--- config.mk ---
export PLATFORM = sky130hd
export DESIGN_NAME = lsu_mem_bridge
export DESIGN_NICKNAME = d
export VERILOG_FILES = /design/src/rtl/lsu_mem_bridge.sv
export SDC_FILE = /design/constraint.sdc
export NUM_CORES = 1
export LEC_CHECK = 0
export ABC_AREA = 1
export CORE_MARGIN = 1
export CORE_UTILIZATION = 45
export CTS_BUF_LIST = sky130_fd_sc_hd__clkbuf_8
export DETAILED_ROUTE_END_ITERATION = 16
export PLACE_DENSITY = 0.9
export RECOVER_POWER = 50
export SYNTH_ARGS = -nofsm -noshare
export SYNTH_HDL_FRONTEND = slang
export SYNTH_SLANG_ARGS = --single-unit
--- constraint.sdc ---
create_clock -name clk -period 1.8 [get_ports clk]
set_input_delay 0.18 -clock clk [delete_from_list [all_inputs] [get_ports clk]]
set_output_delay 0.18 -clock clk [all_outputs]
set_load 0.1 [all_outputs]
--- src/rtl/lsu_mem_bridge.sv ---
// Load/store bridge between the core memory stage and a word-addressed memory.
// One request in flight; lane extraction, sign/zero extension and byte strobes.
module lsu_mem_bridge #(
    parameter int ADDR_W       = 16,
    parameter int READ_LATENCY = 1
) (
    input  logic              clk,
    input  logic              rst,
    input  logic              req_valid,
    output logic              req_ready,
    input  logic              req_we,
    input  logic [2:0]        req_funct3,
    input  logic [31:0]       req_addr,
    input  logic [31:0]       req_wdata,
    output logic              rsp_valid,
    output logic [31:0]       rsp_rdata,
    output logic [1:0]        rsp_err,
    output logic [ADDR_W-1:0] mem_addr,
    output logic              mem_re,
    output logic              mem_we,
    output logic [3:0]        mem_wstrb,
    output logic [31:0]       mem_wdata,
    input  logic [31:0]       mem_rdata
);

    // state | meaning
    // IDLE  | ready for a request
    // RD    | mem_re asserted for one cycle
    // WAIT  | read latency countdown, data sampled on terminal count
    // WR    | mem_we/mem_wstrb asserted for one cycle
    // RESP  | one-cycle rsp_valid pulse
    typedef enum logic [2:0] {
        S_IDLE,
        S_RD,
        S_WAIT,
        S_WR,
        S_RESP
    } state_t;

    localparam logic [1:0] WAIT_LOAD = 2'(READ_LATENCY - 1);

    state_t      state, state_nxt;
    logic        hold;
    logic        accept;
    logic        legal;
    logic [1:0]  dec_err;
    logic [3:0]  dec_strb;
    logic [31:0] dec_wdata;
    logic [1:0]  lane;
    logic [2:0]  funct3_q;
    logic [3:0]  strb_q;
    logic [1:0]  wait_cnt;
    logic [31:0] shifted;
    logic [7:0]  ld_byte;
    logic [15:0] ld_half;
    logic [31:0] ld_data;
    logic        unused_addr_hi;

    // Upper byte-address bits fall outside the memory and simply wrap.
    assign unused_addr_hi = ^req_addr[31:ADDR_W+2];

    assign accept = req_valid && req_ready;

    always_comb begin
        legal     = 1'b0;
        dec_err   = 2'd0;
        dec_strb  = 4'b1111;
        dec_wdata = req_wdata;
        if (req_we) begin
            legal = req_funct3 inside {3'b000, 3'b001, 3'b010};
        end else begin
            legal = req_funct3 inside {3'b000, 3'b001, 3'b010, 3'b100, 3'b101};
        end
        if (!legal) begin
            dec_err = 2'd2;
        end else if ((req_funct3[1:0] == 2'b01 && req_addr[0]) ||
                     (req_funct3[1:0] == 2'b10 && req_addr[1:0] != 2'b00)) begin
            dec_err = 2'd1;
        end
        case (req_funct3[1:0])
            2'b00: begin
                dec_strb  = 4'b0001 << req_addr[1:0];
                dec_wdata = {4{req_wdata[7:0]}};
            end
            2'b01: begin
                dec_strb  = req_addr[1] ? 4'b1100 : 4'b0011;
                dec_wdata = {2{req_wdata[15:0]}};
            end
            default: begin
                dec_strb  = 4'b1111;
                dec_wdata = req_wdata;
            end
        endcase
    end

    always_comb begin
        shifted = mem_rdata >> {lane, 3'b000};
        ld_byte = shifted[7:0];
        ld_half = lane[1] ? mem_rdata[31:16] : mem_rdata[15:0];
        case (funct3_q)
            3'b000:  ld_data = {{24{ld_byte[7]}}, ld_byte};
            3'b001:  ld_data = {{16{ld_half[15]}}, ld_half};
            3'b100:  ld_data = {24'h0, ld_byte};
            3'b101:  ld_data = {16'h0, ld_half};
            default: ld_data = mem_rdata;
        endcase
    end

    always_comb begin
        state_nxt = state;
        case (state)
            S_IDLE: begin
                if (accept) begin
                    if (dec_err != 2'd0) state_nxt = S_RESP;
                    else if (req_we)     state_nxt = S_WR;
                    else                 state_nxt = S_RD;
                end
            end
            S_RD:    state_nxt = S_WAIT;
            S_WAIT:  if (wait_cnt == 2'd0) state_nxt = S_RESP;
            S_WR:    state_nxt = S_RESP;
            S_RESP:  state_nxt = S_IDLE;
            default: state_nxt = S_IDLE;
        endcase
    end

    assign req_ready = (state == S_IDLE) && !hold;
    assign mem_re    = (state == S_RD);
    assign mem_we    = (state == S_WR);
    assign mem_wstrb = (state == S_WR) ? strb_q : 4'b0000;
    assign rsp_valid = (state == S_RESP);

    always_ff @(posedge clk) begin
        if (!rst) begin
            state     <= S_IDLE;
            hold      <= 1'b1;
            mem_addr  <= '0;
            lane      <= 2'b00;
            funct3_q  <= 3'b000;
            strb_q    <= 4'b0000;
            mem_wdata <= 32'h0;
            wait_cnt  <= 2'd0;
            rsp_rdata <= 32'h0;
            rsp_err   <= 2'd0;
        end else begin
            state <= state_nxt;
            hold  <= 1'b0;
            if (accept) begin
                mem_addr <= req_addr[ADDR_W+1:2];
                lane     <= req_addr[1:0];
                funct3_q <= req_funct3;
                strb_q   <= dec_strb;
                if (req_we && dec_err == 2'd0) mem_wdata <= dec_wdata;
                if (dec_err != 2'd0) begin
                    rsp_rdata <= 32'h0;
                    rsp_err   <= dec_err;
                end
            end
            if (state == S_RD) begin
                wait_cnt <= WAIT_LOAD;
            end else if (state == S_WAIT && wait_cnt != 2'd0) begin
                wait_cnt <= wait_cnt - 2'd1;
            end
            if (state == S_WAIT && wait_cnt == 2'd0) begin
                rsp_rdata <= ld_data;
                rsp_err   <= 2'd0;
            end
            if (state == S_WR) begin
                rsp_rdata <= 32'h0;
                rsp_err   <= 2'd0;
            end
        end
    end

endmodule
==> Yosys cells after proc, flatten, opt, wreduce, memory -nomap -nowiden <==
Index checks and enable logic that the tools add are counted.
{ "word_totals": {"latch_bits": 0, "mem_count": 0, "romBits": 0, "word_cells": 76, "output_inout_bits": 90, "reg_bits": 97, "mem_bits_rw": 0} }
{ "classes": {"eq_ne": 15, "n_mux": 18, "n_mul": 0, "n_bitwise": 1, "n_div": 0, "n_reduce_logical": 29, "shift": 2, "n_lt_le_gt_ge": 0, "add_sub_neg": 1} }
{ "op_table": {"columns": ["cell", "count"], "rows": [
  ["one-hot mux 32 bit (4 select lines)", 1],
  ["two-way mux 32 bit", 3],
  ["one-hot mux 32 bit (2 select lines)", 1],
  [">> shifter 32 x 5 -> 8 bit", 1],
  ["two-way mux 16 bit", 1],
  ["equality test 3 bit (second input constant)", 5],
  ["one-hot mux 3 bit (4 select lines)", 1],
  ["nonzero test 2 bit", 5],
  ["equality test 3 x 1 -> 1 bit (second input constant)", 3],
  ["equality test 3 x 2 -> 1 bit (second input constant)", 3],
  ["logical NOT 3 bit", 3],
  ["two-way mux 3 bit", 3],
  ["two-way mux 4 bit", 2],
  ["one-hot mux 4 bit (2 select lines)", 1],
  ["AND reduction 2 bit", 4],
  ["logical AND 1 bit", 7],
  ["logical NOT 2 bit", 3],
  ["nonzero test 5 bit", 1],
  ["two-way mux 2 bit", 2],
  ["inequality test 2 bit (second input constant)", 2],
  ["OR reduction 2 bit", 2],
  ["<< shifter 1 x 2 -> 4 bit (first input constant)", 1],
  ["two-way mux 1 bit", 3],
  ["nonzero test 3 bit", 1],
  ["7 further kinds", 7]
]} }

==> Longest topological paths before layout <==
Gate-level depths: netlist of run 1.
{ "depth": {"ltp_word": 9, "mapped_depth": 11} }

==> Worst setup path before layout of run 1 <==
No wires, ideal clock.
{ "synth_timing": {"path_kind": "register to output", "start": "reg state[0]", "end": "out mem_wstrb[0]", "path_stages_with_launch": 5, "path_buffers": 0, "t_arrival_ns": 4.254, "setup_slack_ns": -2.634, "required_ns": 1.620, "path_cell_list": "dfxtp_1 > inv_2 > nor3_1 > inv_1 > nor2_1"} }
{ "synth_between": {"elab_chain_len": 2} }
{ "synth_lines": {"columns": ["element", "line", "rtl"], "rows": [
  ["from (decl)", "42", "state_t state, state_nxt;"],
  ["from (signal assigned)", "146", "state <= state_nxt;"],
  ["equality test 3 x 2 -> 1 bit", null, null],
  ["named net mem_we", "20", "output logic mem_we,"],
  ["two-way mux 4 bit", "130", "assign mem_wstrb = (state == S_WR) ? strb_q : 4'b0000;"],
  ["to (decl)", "21", "output logic [3:0] mem_wstrb,"]
]} }
The timed path passes the listed nets, and every way through them passes these cells.

==> Worst setup path in the final report of run 1 <==
{ "layout_timing": {"start": "reg state[0]", "end": "out mem_wstrb[0]"} }
{ "layout_between": {"elab_chain_len": 2} }
{ "layout_lines": {"columns": ["element", "line"], "rows": [
  ["equality test 3 x 2 -> 1 bit", "130"],
  ["two-way mux 4 bit", "130"]
]} }
Every way passes these cells.

==> results.md, run 1 <==
| Step | Quantity | This run |
| --- | --- | --- |
| logic synthesis | Number of distinct library cell variants in the gate-level netlist after synthesis | 27 |
| floorplan | Vertical die dimension | 106 um |
| sta | Setup tns final | 0 ns |
| power | Share of total power in combinational logic | 31.0% |
| detailed routing | Mean routed wirelength per cell | 13.9 um |
| outcome | Result of the run | complete, no violations |
| setup path | Crit end category | output pin |
| logic synthesis | Mean cell area of the mapped netlist | 6.67 um2 |
| detailed routing | Detailed-route via count | 5370 |
| place | Placed instance count | 1014 |
| floorplan | Width of the chip | 106 um |
| sta | Post-route clock period utilization | 95.7% |
| logic synthesis | Synth Warn # | 0 |
| place | Final weighted congestion of routability-driven global placement | 0.888 |
| clock network | CTS HTree Levels | 3 |
| power | Cell-internal power | 3.25 mW |
| clock network | Number of buffers added by the clock tree synthesis step | 9 |
| final layout | Area taken by multi-input logic gates | 2540 um2 |
| sta | Worst slew slack as a fraction of its limit | 31.2% |
| power | Share of total power in sequential cells | 43.0% |
| power | Total power draw | 5.34 mW |
| final layout | Antenna diodes | 0 |
| floorplan | Initial standard-cell utilization of the core | 46.9% |
| setup path | Kind of start point of the critical path | flop |
| logic synthesis | Synth Cell Area | 4880 um2 |
| floorplan | Boundary pin count | 193 |
| logic synthesis | Synth Instances | 732 |
| power | Leakage power summed over all cells | 2.98 nW |
| sta | Max Slew Vio Count | 0 |
| sta | Max Freq | 581 MHz |
| global route | Maximum number of pins on one net before global-route repair | 66 |
| setup path | Largest stage delay, worst path | 0.37 ns |
| sta | Hold violation total from the final report | 0 |
| global route | First-pass GRT wire length | 23.1 mm |
| sta | Number of failing setup endpoints in the final timing report | 0 |
| final layout | Fraction of final layout cells sized beyond drive strength 1 | 18.0% |
| power | Clock power share | 26.0% |
| clock network | CTS clock-pin slew for the worst setup and hold paths | 0.10 ns |
| sta | Time the worst path needs with I/O delays and setup | 1.72 ns |
| logic synthesis | Syn Nets | 836 |
| clock network | Clock tree sinks | 97 |
| sta | Post-route worst hold slack | 0.351 ns |
| place | Hpwl dp | 10.3 mm |
| global route | All-layer global routing usage | 25.4% |
| detailed routing | Ratio of routed vias to standard cells | 5.21 |
| setup path | Data required time of the critical path | 1.62 ns |
| final layout | Leading cell type in the layout, fill and taps excluded | sky130_fd_sc_hd__nand2_1 |
| setup path | Critical-path cell list | inv_2 > nor3_4 > inv_2 > nor2_4 > buf_12 |
| sta | Setup repair after global routing missed its margin | no |
| global route | Number of global-route vias before repair | 4810 |
| setup path | Category of the critical setup timing path | reg -> out |
| detailed routing | Count of routing violations after the opening detailed-route iteration | 350 |
| logic synthesis | Register area share after synthesis | 39.8% |
| final layout | Signed area change from the synthesized netlist to the final layout | 37.1% |
| floorplan | Total core area | 10400 um2 |
| final layout | Number of standard cells in the layout, taps in and fillers out | 1031 |
| setup path | Data arrival, critical path | 1.54 ns |
| run | Max-cap viol count | 0 |
| detailed routing | Number of iterations in the first detailed-routing pass | 5 |
| global route | Antenna violations before repair | 0 |
| detailed routing | Total wire length after detailed routing | 14.3 mm |
| final layout | Count of fill cells added during filler insertion | 918 |
| setup path | Most repeated library cell on the critical path | sky130_fd_sc_hd__inv_2 |
| floorplan | Area enclosed by the die boundary | 11300 um2 |
| power | VDD IR max | 0.717 mV |
| clock network | Quantity of hold-fixing buffers added after cts | 0 |
| setup path | Maximum net fanout on the critical path | 5 |
| floorplan | FP Rows | 37 |
| final layout | Register area | 1940 um2 |
| sta | Skew final | 0.0152 ns |
| clock network | CTS tree | built |
| final layout | Commonest cells after routing, fill and taps aside | sky130_fd_sc_hd__nand2_1, sky130_fd_sc_hd__nor2_1, sky130_fd_sc_hd__dfxtp_1, sky130_fd_sc_hd__a21oi_1, sky130_fd_sc_hd__clkdlybuf4s50_1 |
| global route | Final global-route overflow total | 0 |
| min path | Class of the worst hold path | in -> reg |
| clock network | Root Buffer | sky130_fd_sc_hd__clkbuf_8 |
| sta | Slew at the pin closest to its max-slew limit | 1.03 ns |
| setup path | Worst R2R Path Depth | 8 |
| place | Number of input and output port buffers inserted | 178 |
| detailed routing | Number of nets with antenna violations after detailed routing | 0 |
| sta | Final worst setup slack | 0.0779 ns |
| clock network | Maximum buffer depth of the clock tree | 2 |
| power | Power spent charging and discharging nets | 2.08 mW |
| detailed routing | Number of remaining DRC errors | 0 |
| min path | Number of cells on the worst hold path | 3 |
| setup path | Worst-path cell with the longest stage delay | sky130_fd_sc_hd__dfxtp_1 |
| power | Sw Ratio | 39.0% |
| clock network | Source-to-sink clock delay at the later pin of the worst-skew pair | 0.37 ns |
| logic synthesis | Register bit count reported by yosys | 97 |
| power | P per Cell Area | 798 nW/um2 |
| final layout | Net count reported at finish | 994 |
| place | Worst setup slack after placement | -0.0518 ns |
## metal layers
layer / GRT usage (%) / vias to the layer above / share of wire [%]
met1: 33.4 / 2372 / 42
met4: 11.6 / 0 / 3.9
li1: - / 2698 / -
met2: 39.3 / 258 / 46
met5: 0 / - / 0
met3: 6.13 / 42 / 8.0
## power by group through the flow
stage	logic [mW]	registers (mW)	clock network (mW)
5_1_grt	1.77	2.31	1.51
6_report	1.66	2.30	1.38
3_5_place_dp	1.69	2.35	0
4_1_cts	1.70	2.30	1.41
2_1_floorplan	0.703	2.83	0
3_3_place_gp	1.67	2.34	0
## worst paths after layout
path | end | slack [ns] | from
worst max-delay path | mem_wstrb[0] | 0.08 | state[0]
worst min register to register | mem_addr[2] | 0.47 | mem_addr[2]
worst max register to register | mem_wdata[28] | 0.11 | state[2]
worst min-delay path | mem_addr[2] | 0.35 | req_addr[4]
## cell usage after synthesis (all sizes together)
| master | instances | area, um2 |
|---|---|---|
| a211oi | 1 | 7.51 |
| a21boi | 4 | 30.0 |
| a21oi | 98 | 490 |
| buf | 36 | 214 |
| clkbuf | 15 | 56.3 |
| dfxtp | 97 | 1940 |
| ha | 1 | 12.5 |
| inv | 55 | 206 |
| nand2 | 180 | 708 |
| nand3 | 42 | 235 |
| nand4 | 33 | 206 |
| nor2 | 132 | 522 |
| nor3 | 6 | 52.6 |
| nor3b | 1 | 7.51 |
| o211ai | 14 | 105 |
| o21ai | 17 | 85.1 |
## through the flow
stage	instance area (um2)	utilization (%)
floorplan	4980	-
global placement	6720	64.5
detailed placement	6720	64.5
CTS	6910	66.4
global route	6690	64.2
finish	6690	64.2
## cell type report
| type | count | area share, % |
|---|---|---|
| clock buffers | 9 | 1.85 |
| multi-input cells | 529 | 38.0 |
| repair buffers | 198 | 24.5 |
| inverters | 55 | 3.12 |
| clock inverters | 7 | 0.935 |
| flip-flops and latches | 97 | 29.0 |
| well taps | 136 | 2.54 |
## cell families (layout without fill, tap and decap cells)
logic type	Yosys count	after routing	synth area share (%)
buffers and inverters	106	269	9.77
adder cells (fa/ha/maj)	1	1	0.256
AO/OA/AOI/OAI	134	134	14.7
flip-flops	97	97	39.8
AND/OR/NAND/NOR	394	394	35.5
## sequential cells by signal, summed over array words and instances (netlist names), 3 cells and up
name,flops
mem_wdata,32
funct3_q,3
state,3
mem_addr,16
rsp_rdata,32
strb_q,4
## worst max-delay path: cells and delay by family, from the launching register on
family,cells,cell delay [ns]
buffers and inverters,3,0.43
DFF,1,0.37
and+or+nand+nor,2,0.38
## what timing repair did
item                       in CTS  in global routing
setup endpoints to repair       1                  0
buffers inserted                1                  0
gates resized for setup         0                  0
No activity file was read; power rests on OpenSTA's default activity.
==> run 2, diff against run 1 <==
ABC_AREA = default   (was 1)
CORE_MARGIN = 2   (was 1)
CORE_UTILIZATION = 44   (was 45)
GPL_TIMING_DRIVEN = 0   (was default)
PLACE_DENSITY = 0.91   (was 0.9)
==> results.md, run 2 <==
| Step | Quantity | This run | Delta |
| --- | --- | --- | --- |
| logic synthesis | Register area share after synthesis | 43.2% | was 39.8% |
| clock network | Root Buffer | sky130_fd_sc_hd__clkbuf_8 | unchanged |
| logic synthesis | Dominant combinational cell family by area after synthesis | compound AO/OA/AOI/OAI gates | was simple AND/OR/NAND/NOR gates |
| setup path | Worst-path cell with the longest stage delay | sky130_fd_sc_hd__dlygate4sd2_1 | was sky130_fd_sc_hd__dfxtp_1 |
| power | Total power draw | 5.15 mW | was 5.34 mW |
| sta | Final worst setup slack | 0.0301 ns | was 0.0779 ns |
| floorplan | Width of the chip | 105 um | was 106 um |
| clock network | Maximum buffer depth of the clock tree | 2 | unchanged |
| detailed routing | Total wire length after detailed routing | 15.5 mm | was 14.3 mm |
| floorplan | Boundary pin count | 193 | unchanged |
| detailed routing | Mean routed wirelength per cell | 18.2 um | was 13.9 um |
| logic synthesis | Simple logic cell fraction of the synthesized area | 15.8% | was 35.5% |
| power | Leakage power summed over all cells | 2.72 nW | was 2.98 nW |
| global route | Met2 Resource Use GR | 50.1% | was 39.3% |
| place | Worst setup slack after placement | -0.856 ns | was -0.0518 ns |
| sta | Skew final | 0.0128 ns | was 0.0152 ns |
| global route | Antenna violations before repair | 0 | unchanged |
| global route | All-layer global routing usage | 27.7% | was 25.4% |
| final layout | Count of fill cells added during filler insertion | 787 | was 918 |
| setup path | Crit end category | output pin | unchanged |
| logic synthesis | Most numerous cell types in the synthesized netlist | sky130_fd_sc_hd__dfxtp_1, sky130_fd_sc_hd__nand2_1, sky130_fd_sc_hd__a21oi_1 | was sky130_fd_sc_hd__nand2_1, sky130_fd_sc_hd__nor2_1, sky130_fd_sc_hd__a21oi_1 |
| power | P per Cell Area | 759 nW/um2 | was 798 nW/um2 |
| clock network | CTS tree | built | unchanged |
| setup path | Category of the critical setup timing path | reg -> out | unchanged |
| place | Final weighted congestion of routability-driven global placement | 0.948 | was 0.888 |
| clock network | Quantity of hold-fixing buffers added after cts | 0 | unchanged |
| sta | Time the worst path needs with I/O delays and setup | 1.77 ns | was 1.72 ns |
| sta | Max Freq | 565 MHz | was 581 MHz |
| sta | Number of failing setup endpoints in the final timing report | 0 | unchanged |
| setup path | Kind of start point of the critical path | flop | unchanged |
| final layout | Leading cell type in the layout, fill and taps excluded | sky130_fd_sc_hd__nand2_1 | unchanged |
| logic synthesis | Top area cells in the synthesized netlist | sky130_fd_sc_hd__dfxtp_1, sky130_fd_sc_hd__nand2_1, sky130_fd_sc_hd__a21oi_1 | unchanged |
| logic synthesis | Syn Nets | 628 | was 836 |
| logic synthesis | Synth Cell Area | 4500 um2 | was 4880 um2 |
| setup path | Capture point of the worst path | rsp_rdata[24] | was mem_wstrb[0] |
| final layout | Register area | 1950 um2 | was 1940 um2 |
| sta | Worst slew slack as a fraction of its limit | 33.7% | was 31.2% |
| setup path | Crit path from | rsp_rdata[24] | was state[0] |
| logic synthesis | Flip-flop cell with the highest count after synthesis | sky130_fd_sc_hd__dfxtp_1 | unchanged |
| setup path | Launching point of the worst reg2reg path | lane[1] | was state[2] |
| detailed routing | Number of nets with antenna violations after detailed routing | 0 | unchanged |
| final layout | Antenna diodes | 0 | unchanged |
| clock network | CTS HTree Levels | 3 | unchanged |
| global route | Number of global-route vias before repair | 4775 | was 4810 |
| logic synthesis | Multiplexer share of the synthesized area | 6.48% | was 0% |
| setup path | Total number of cells along the worst setup path | 1 | was 5 |
| setup path | Data arrival, critical path | 1.59 ns | was 1.54 ns |
| logic synthesis | Synth Warn # | 0 | unchanged |
| setup path | Critical-path cell list | dlygate4sd2_1 | was inv_2 > nor3_4 > inv_2 > nor2_4 > buf_12 |
| setup path | Maximum net fanout on the critical path | 2 | was 5 |
| floorplan | Initial standard-cell utilization of the core | 45.6% | was 46.9% |
| global route | Met1 track demand over resource | 31.5% | was 33.4% |
| setup path | Minimum setup slack among reg-to-reg paths | 0.06 ns | was 0.11 ns |
| detailed routing | Number of remaining DRC errors | 0 | unchanged |
| final layout | Signed area change from the synthesized netlist to the final layout | 51.0% | was 37.1% |
| clock network | CTS clock-pin slew for the worst setup and hold paths | 0.11 ns | was 0.10 ns |
| logic synthesis | Post-synth EDFFs | 0 | unchanged |
| sta | Slew at the pin closest to its max-slew limit | 0.999 ns | was 1.03 ns |
| setup path | Data required time of the critical path | 1.62 ns | about the same |
| setup path | Cell family with most CP delay | buffers and inverters | unchanged |
| floorplan | Area enclosed by the die boundary | 11000 um2 | was 11300 um2 |
| place | Hpwl dp | 12.0 mm | was 10.3 mm |
| place | Number of input and output port buffers inserted | 177 | was 178 |
| logic synthesis | Asr flop ratio synth | 0% | unchanged |
| global route | Final global-route overflow total | 0 | unchanged |
| global route | First-pass GRT wire length | 24.6 mm | was 23.1 mm |
| min path | Class of the worst hold path | in -> reg | unchanged |
| logic synthesis | Synth Area in Adders | 0.278% | was 0.256% |
| floorplan | Vertical die dimension | 105 um | was 106 um |
| clock network | Source-to-sink clock delay at the later pin of the worst-skew pair | 0.37 ns | about the same |
| sta | Hold violation total from the final report | 0 | unchanged |
| setup path | Largest stage delay, worst path | 0.86 ns | was 0.37 ns |
| setup path | Reg2reg end | rsp_rdata[23] | was mem_wdata[28] |
| logic synthesis | Synth top area share | 43.2% | was 39.8% |
| logic synthesis | Register bit count reported by yosys | 97 | unchanged |
| floorplan | Total core area | 9860 um2 | was 10400 um2 |
| sta | Max Slew Vio Count | 0 | unchanged |
| logic synthesis | Compound-Gate Fraction of Synth Area | 27.2% | was 14.7% |
| final layout | Registers with the highest flip-flop counts | mem_wdata: 32 flops, rsp_rdata: 32 flops, mem_addr: 16 flops | unchanged |
| run | Max-cap viol count | 0 | unchanged |
| global route | Most crowded layer after global routing | met2 | unchanged |
| logic synthesis | Most repeated cell in the gate-level netlist after synthesis | sky130_fd_sc_hd__dfxtp_1 | was sky130_fd_sc_hd__nand2_1 |
| sta | Post-route clock period utilization | 98.3% | was 95.7% |
| final layout | Net count reported at finish | 818 | was 994 |
| final layout | Commonest cells after routing, fill and taps aside | sky130_fd_sc_hd__nand2_1, sky130_fd_sc_hd__dfxtp_1, sky130_fd_sc_hd__clkdlybuf4s50_1, sky130_fd_sc_hd__a21oi_1, sky130_fd_sc_hd__clkdlybuf4s15_1 | was sky130_fd_sc_hd__nand2_1, sky130_fd_sc_hd__nor2_1, sky130_fd_sc_hd__dfxtp_1, sky130_fd_sc_hd__a21oi_1, sky130_fd_sc_hd__clkdlybuf4s50_1 |
| setup path | Sum of buffers and inverters on the critical path | 1 | was 3 |
| logic synthesis | Mean cell area of the mapped netlist | 8.58 um2 | was 6.67 um2 |
| clock network | Clock tree sinks | 97 | unchanged |
| setup path | Worst R2R Path Depth | 6 | was 8 |
| min path | Number of cells on the worst hold path | 3 | unchanged |
| detailed routing | Detailed-route via count | 4804 | was 5370 |
| final layout | Area taken by multi-input logic gates | 2340 um2 | was 2540 um2 |
| detailed routing | Count of routing violations after the opening detailed-route iteration | 338 | was 350 |
| detailed routing | Ratio of routed vias to standard cells | 5.64 | was 5.21 |
| global route | Met3 layer usage reported by global route | 7.42% | was 6.13% |
| floorplan | FP Rows | 36 | was 37 |
| logic synthesis | Dominant cell type by area after synthesis | sky130_fd_sc_hd__dfxtp_1 | unchanged |
| logic synthesis | Post-synthesis xor/xnor area fraction | 0% | unchanged |
| global route | Maximum number of pins on one net before global-route repair | 19 | was 66 |
| final layout | Fraction of final layout cells sized beyond drive strength 1 | 14.6% | was 18.0% |
| outcome | Result of the run | complete, no violations | unchanged |
| detailed routing | Number of iterations in the first detailed-routing pass | 5 | unchanged |
| power | VDD IR max | 0.415 mV | was 0.717 mV |
| logic synthesis | Number of distinct library cell variants in the gate-level netlist after synthesis | 53 | was 27 |
| clock network | Number of buffers added by the clock tree synthesis step | 9 | unchanged |
| logic synthesis | Synth Instances | 524 | was 732 |
==> run 2: cell count changes in the layout (fill, tap and decap cells not counted), sizes merged, moves of 19 or more <==
cell | previous run | this run
nand4 | 33 | 0
nand2 | 180 | 95
o2bb2ai | 0 | 23
a21oi | 98 | 67
clkbuf | 94 | 39
dlygate4sd2 | 0 | 35
nor2 | 132 | 36
nand3 | 42 | 0
clkdlybuf4s15 | 0 | 38
inv | 58 | 17
mux2i | 0 | 19
==> run 2: tightest hold or removal path: stages <==
cell,delay [ns]
sky130_fd_sc_hd__dlymetal6s2s_1,0.26
sky130_fd_sc_hd__nand2_1,0.13
sky130_fd_sc_hd__a21oi_1,0.06
==> run 2: worst min path at each step <==
stage	start	endpoint
2_1_floorplan	rst	state[1]
3_5_place_dp	mem_wdata[24]	mem_wdata[24]
4_1_cts	req_addr[10]	mem_addr[8]
3_3_place_gp	mem_wdata[1]	mem_wdata[1]
5_1_grt	req_addr[0]	lane[0]
6_report	req_addr[0]	lane[0]
==> run 2: area by class of cell <==
| cell class | instances | share of cell area [%] |
|---|---|---|
| repair buffers | 181 | 25.5 |
| flip-flops and latches | 97 | 28.7 |
| well taps | 133 | 2.45 |
| inverters | 16 | 0.885 |
| clock inverters | 7 | 1.60 |
| plain buffers | 43 | 4.50 |
| clock buffers | 9 | 1.82 |
| multi-input cells | 366 | 34.5 |
==> run 2: metrics by stage <==
stage	hold WS [ns]	utilization, %	area, um2	setup TNS [ns]	std cells
4_1_cts	0.341	68.3	6730	0	852
2_1_floorplan	0.302	-	4620	-53.55	524
5_1_grt	0.319	68.8	6790	-0.0234	852
3_5_place_dp	0.451	66.5	6560	-24.93	834
3_3_place_gp	0.438	66.5	6560	-21.55	834
6_report	0.309	68.8	6790	0	852
==> run 2: what timing repair did <==
action	CTS	global route
pin swaps	1	1
resized for setup	145	67
setup endpoints to repair	97	96
gates cloned	0	0
buffers inserted	2	2
==> run 2: kinds of logic (layout without fill, tap and decap cells) <==
kind of cell | count (synthesis) | in the layout
DFF | 97 | 97
AOI/OAI and AO/OA | 178 | 178
and+or+nand+nor | 160 | 160
muxes | 27 | 27
buffers and inverters | 61 | 256
adders and majority gates | 1 | 1
==> run 2: per-layer routing <==
| metal | part of all wire [%] | wire, um |
|---|---|---|
| met4 | 1.9 | 297 |
| met1 | 38 | 5860 |
| met3 | 9.8 | 1530 |
| met2 | 51 | 7860 |
| met5 | 0 | 0 |
==> run 2: report_power, final <==
part           internal [mW]  leakage [nW]  total, mW  switching (mW)
Clock                  0.813         0.118       1.66           0.846
Sequential              2.21         0.788       2.25          0.0433
Combinational          0.427          1.82       1.24           0.812
Total                   3.45          2.72       5.15            1.70
==> run 3, diff against run 2 <==
CORE_MARGIN = default   (was 2)
REMOVE_ABC_BUFFERS = 1   (was default)
==> results.md, run 3 (synthesis results as in run 2) <==
| Step | Quantity | This run | Delta |
| --- | --- | --- | --- |
| outcome | Result of the run | complete, no violations | unchanged |
| final layout | Antenna diodes | 0 | unchanged |
| global route | Number of global-route vias before repair | 4628 | was 4775 |
| setup path | Critical-path cell list | dlygate4sd2_1 | unchanged |
| setup path | Largest stage delay, worst path | 0.86 ns | about the same |
| min path | Class of the worst hold path | in -> reg | unchanged |
| global route | Maximum number of pins on one net before global-route repair | 62 | was 19 |
| global route | Final global-route overflow total | 0 | unchanged |
| clock network | CTS HTree Levels | 3 | unchanged |
| floorplan | Initial standard-cell utilization of the core | 45.8% | was 45.6% |
| setup path | Kind of start point of the critical path | flop | unchanged |
| clock network | CTS tree | built | unchanged |
| detailed routing | Routed metal-1 wirelength | 5.77 mm | was 5.86 mm |
| sta | Max Freq | 566 MHz | was 565 MHz |
| place | Number of input and output port buffers inserted | 178 | was 177 |
| clock network | Root Buffer | sky130_fd_sc_hd__clkbuf_8 | unchanged |
| sta | Post-route clock period utilization | 98.2% | was 98.3% |
| sta | Final worst setup slack | 0.0321 ns | was 0.0301 ns |
| final layout | Net count reported at finish | 798 | was 818 |
| final layout | Signed area change from the synthesized netlist to the final layout | 46.8% | was 51.0% |
| floorplan | Boundary pin count | 193 | unchanged |
| clock network | Maximum buffer depth of the clock tree | 2 | unchanged |
| sta | Max Slew Vio Count | 0 | unchanged |
| floorplan | FP Rows | 36 | unchanged |
| power | P per Cell Area | 742 nW/um2 | was 759 nW/um2 |
| setup path | Crit end category | output pin | unchanged |
| floorplan | Width of the chip | 103 um | was 105 um |
| place | Placed instance count | 791 | was 834 |
| final layout | Register area | 1960 um2 | was 1950 um2 |
| place | Final weighted congestion of routability-driven global placement | 0.900 | was 0.948 |
| detailed routing | Number of nets with antenna violations after detailed routing | 0 | unchanged |
| global route | Antenna violations before repair | 0 | unchanged |
| detailed routing | Count of routing violations after the opening detailed-route iteration | 199 | was 338 |
| global route | First-pass GRT wire length | 22.8 mm | was 24.6 mm |
| sta | Worst slew slack as a fraction of its limit | 30.1% | was 33.7% |
| sta | Number of failing setup endpoints in the final timing report | 0 | unchanged |
| detailed routing | Wire length on met2 | 7.59 mm | was 7.86 mm |
| final layout | Fraction of final layout cells sized beyond drive strength 1 | 14.0% | was 14.6% |
| detailed routing | Length of routed met3 wiring | 1.51 mm | was 1.53 mm |
| final layout | Commonest cells after routing, fill and taps aside | sky130_fd_sc_hd__nand2_1, sky130_fd_sc_hd__dfxtp_1, sky130_fd_sc_hd__clkdlybuf4s50_1, sky130_fd_sc_hd__a21oi_1, sky130_fd_sc_hd__clkdlybuf4s15_1 | unchanged |
| global route | All-layer global routing usage | 28.4% | was 27.7% |
| setup path | Data arrival, critical path | 1.59 ns | about the same |
| setup path | Sum of buffers and inverters on the critical path | 1 | unchanged |
| clock network | Clock tree sinks | 97 | unchanged |
| place | Worst setup slack after placement | -2.10 ns | was -0.856 ns |
| sta | Hold violation total from the final report | 0 | unchanged |
| detailed routing | Ratio of routed vias to standard cells | 5.71 | was 5.64 |
| sta | Time the worst path needs with I/O delays and setup | 1.77 ns | about the same |
| setup path | Category of the critical setup timing path | reg -> out | unchanged |
| setup path | Worst-path cell with the longest stage delay | sky130_fd_sc_hd__dlygate4sd2_1 | unchanged |
| final layout | Number of standard cells in the layout, taps in and fillers out | 831 | was 852 |
| final layout | Leading cell type in the layout, fill and taps excluded | sky130_fd_sc_hd__nand2_1 | unchanged |
| place | Hpwl dp | 10.1 mm | was 12.0 mm |
| clock network | Number of buffers added by the clock tree synthesis step | 9 | unchanged |
| floorplan | Area enclosed by the die boundary | 10600 um2 | was 11000 um2 |
| detailed routing | Mean routed wirelength per cell | 18.4 um | was 18.2 um |
| clock network | Source-to-sink clock delay at the later pin of the worst-skew pair | 0.37 ns | about the same |
| sta | Setup repair after global routing missed its margin | no |  |
| detailed routing | Uppermost layer routed | met4 | unchanged |
| detailed routing | Total wire length after detailed routing | 15.3 mm | was 15.5 mm |
| clock network | Quantity of hold-fixing buffers added after cts | 0 | unchanged |
| final layout | Registers with the highest flip-flop counts | mem_wdata: 32 flops, rsp_rdata: 32 flops, mem_addr: 16 flops | unchanged |
| power | VDD IR max | 0.458 mV | was 0.415 mV |
| sta | Skew final | 0.0128 ns | about the same |
| setup path | Maximum net fanout on the critical path | 2 | unchanged |
| detailed routing | Number of iterations in the first detailed-routing pass | 5 | unchanged |
| run | Max-cap viol count | 0 | unchanged |
| power | Leakage power summed over all cells | 2.61 nW | was 2.72 nW |
| setup path | Cell family with most CP delay | buffers and inverters | unchanged |
| clock network | CTS clock-pin slew for the worst setup and hold paths | 0.09 ns | was 0.11 ns |
| floorplan | Total core area | 9820 um2 | was 9860 um2 |
| floorplan | Vertical die dimension | 103 um | was 105 um |
| final layout | Count of fill cells added during filler insertion | 803 | was 787 |
| final layout | Area taken by multi-input logic gates | 2360 um2 | was 2340 um2 |
| setup path | Data required time of the critical path | 1.62 ns | about the same |
| detailed routing | Number of remaining DRC errors | 0 | unchanged |
| detailed routing | Detailed-route via count | 4745 | was 4804 |
| sta | Slew at the pin closest to its max-slew limit | 1.05 ns | was 0.999 ns |
run 3: cell types whose count changed in the layout (fill, tap and decap cells not counted), sizes merged, moves of 2 or more:
cell | before | now
buf | 34 | 25
clkbuf | 39 | 31
dlygate4sd2 | 35 | 29
o2111a | 1 | 4
clkdlybuf4s50 | 85 | 83
clkinvlp | 0 | 2
inv | 17 | 15
run 3: power breakdown:
group / switching (mW) / total (mW) / leakage (nW) / internal, mW
clock: 0.765 / 1.44 / 0.0981 / 0.671
sequential: 0.0576 / 2.27 / 0.790 / 2.21
combinational: 0.786 / 1.20 / 1.72 / 0.411
run 3: repair_timing:
action,CTS,global route
cloned,4,0
gates resized for setup,158,83
buffers inserted,14,7
endpoints found under the setup margin,184,145
pin swaps,7,0
run 3: area by class of cell:
cell class,instances,share of cell area (%)
clock inverter,5,0.853
inverter,16,0.967
timing repair buffer,200,28.2
clock buffer,10,2.09
sequential,97,29.7
multi-input combinational,370,35.7
tap,133,2.52
run 3: per-layer routing:
metal  global-route usage [%]  vias up
li1                         -     2228
met1                     29.9     2240
met2                     50.3      238
met3                     10.4       39
met4                     13.0        0
met5                        0        -
run 3: through the flow:
step	utilization, %	setup TNS [ns]	hold slack (ns)	power [mW]	cell area, um2
finish	67.2	0	0.292	4.90	6600
global route	67.2	0	0.306	5.11	6600
CTS	66.5	0	0.332	4.90	6530
detailed placement	63.2	-125.54	0.446	3.47	6210
global placement	63.0	-145.89	0.439	3.44	6190
floorplan	-	-114.19	0.299	3.00	4240
run 3: worst reg2reg max path, stage by stage, from the launching register on:
cell,delay (ns)
sky130_fd_sc_hd__dfxtp_4,0.46
sky130_fd_sc_hd__mux4_2,0.55
sky130_fd_sc_hd__a211oi_2,0.32
sky130_fd_sc_hd__nor2b_4,0.11
sky130_fd_sc_hd__a22o_1,0.19
run 3: path summary, 6_finish.rpt:
path	cells after the start	slack, ns	end	start
min reg2reg	2	0.45	mem_addr[12]	mem_addr[12]
min	3	0.29	lane[0]	req_addr[0]
max	1	0.03	rsp_err[0]	rsp_err[0]
max reg2reg	4	0.08	rsp_rdata[10]	lane[1]
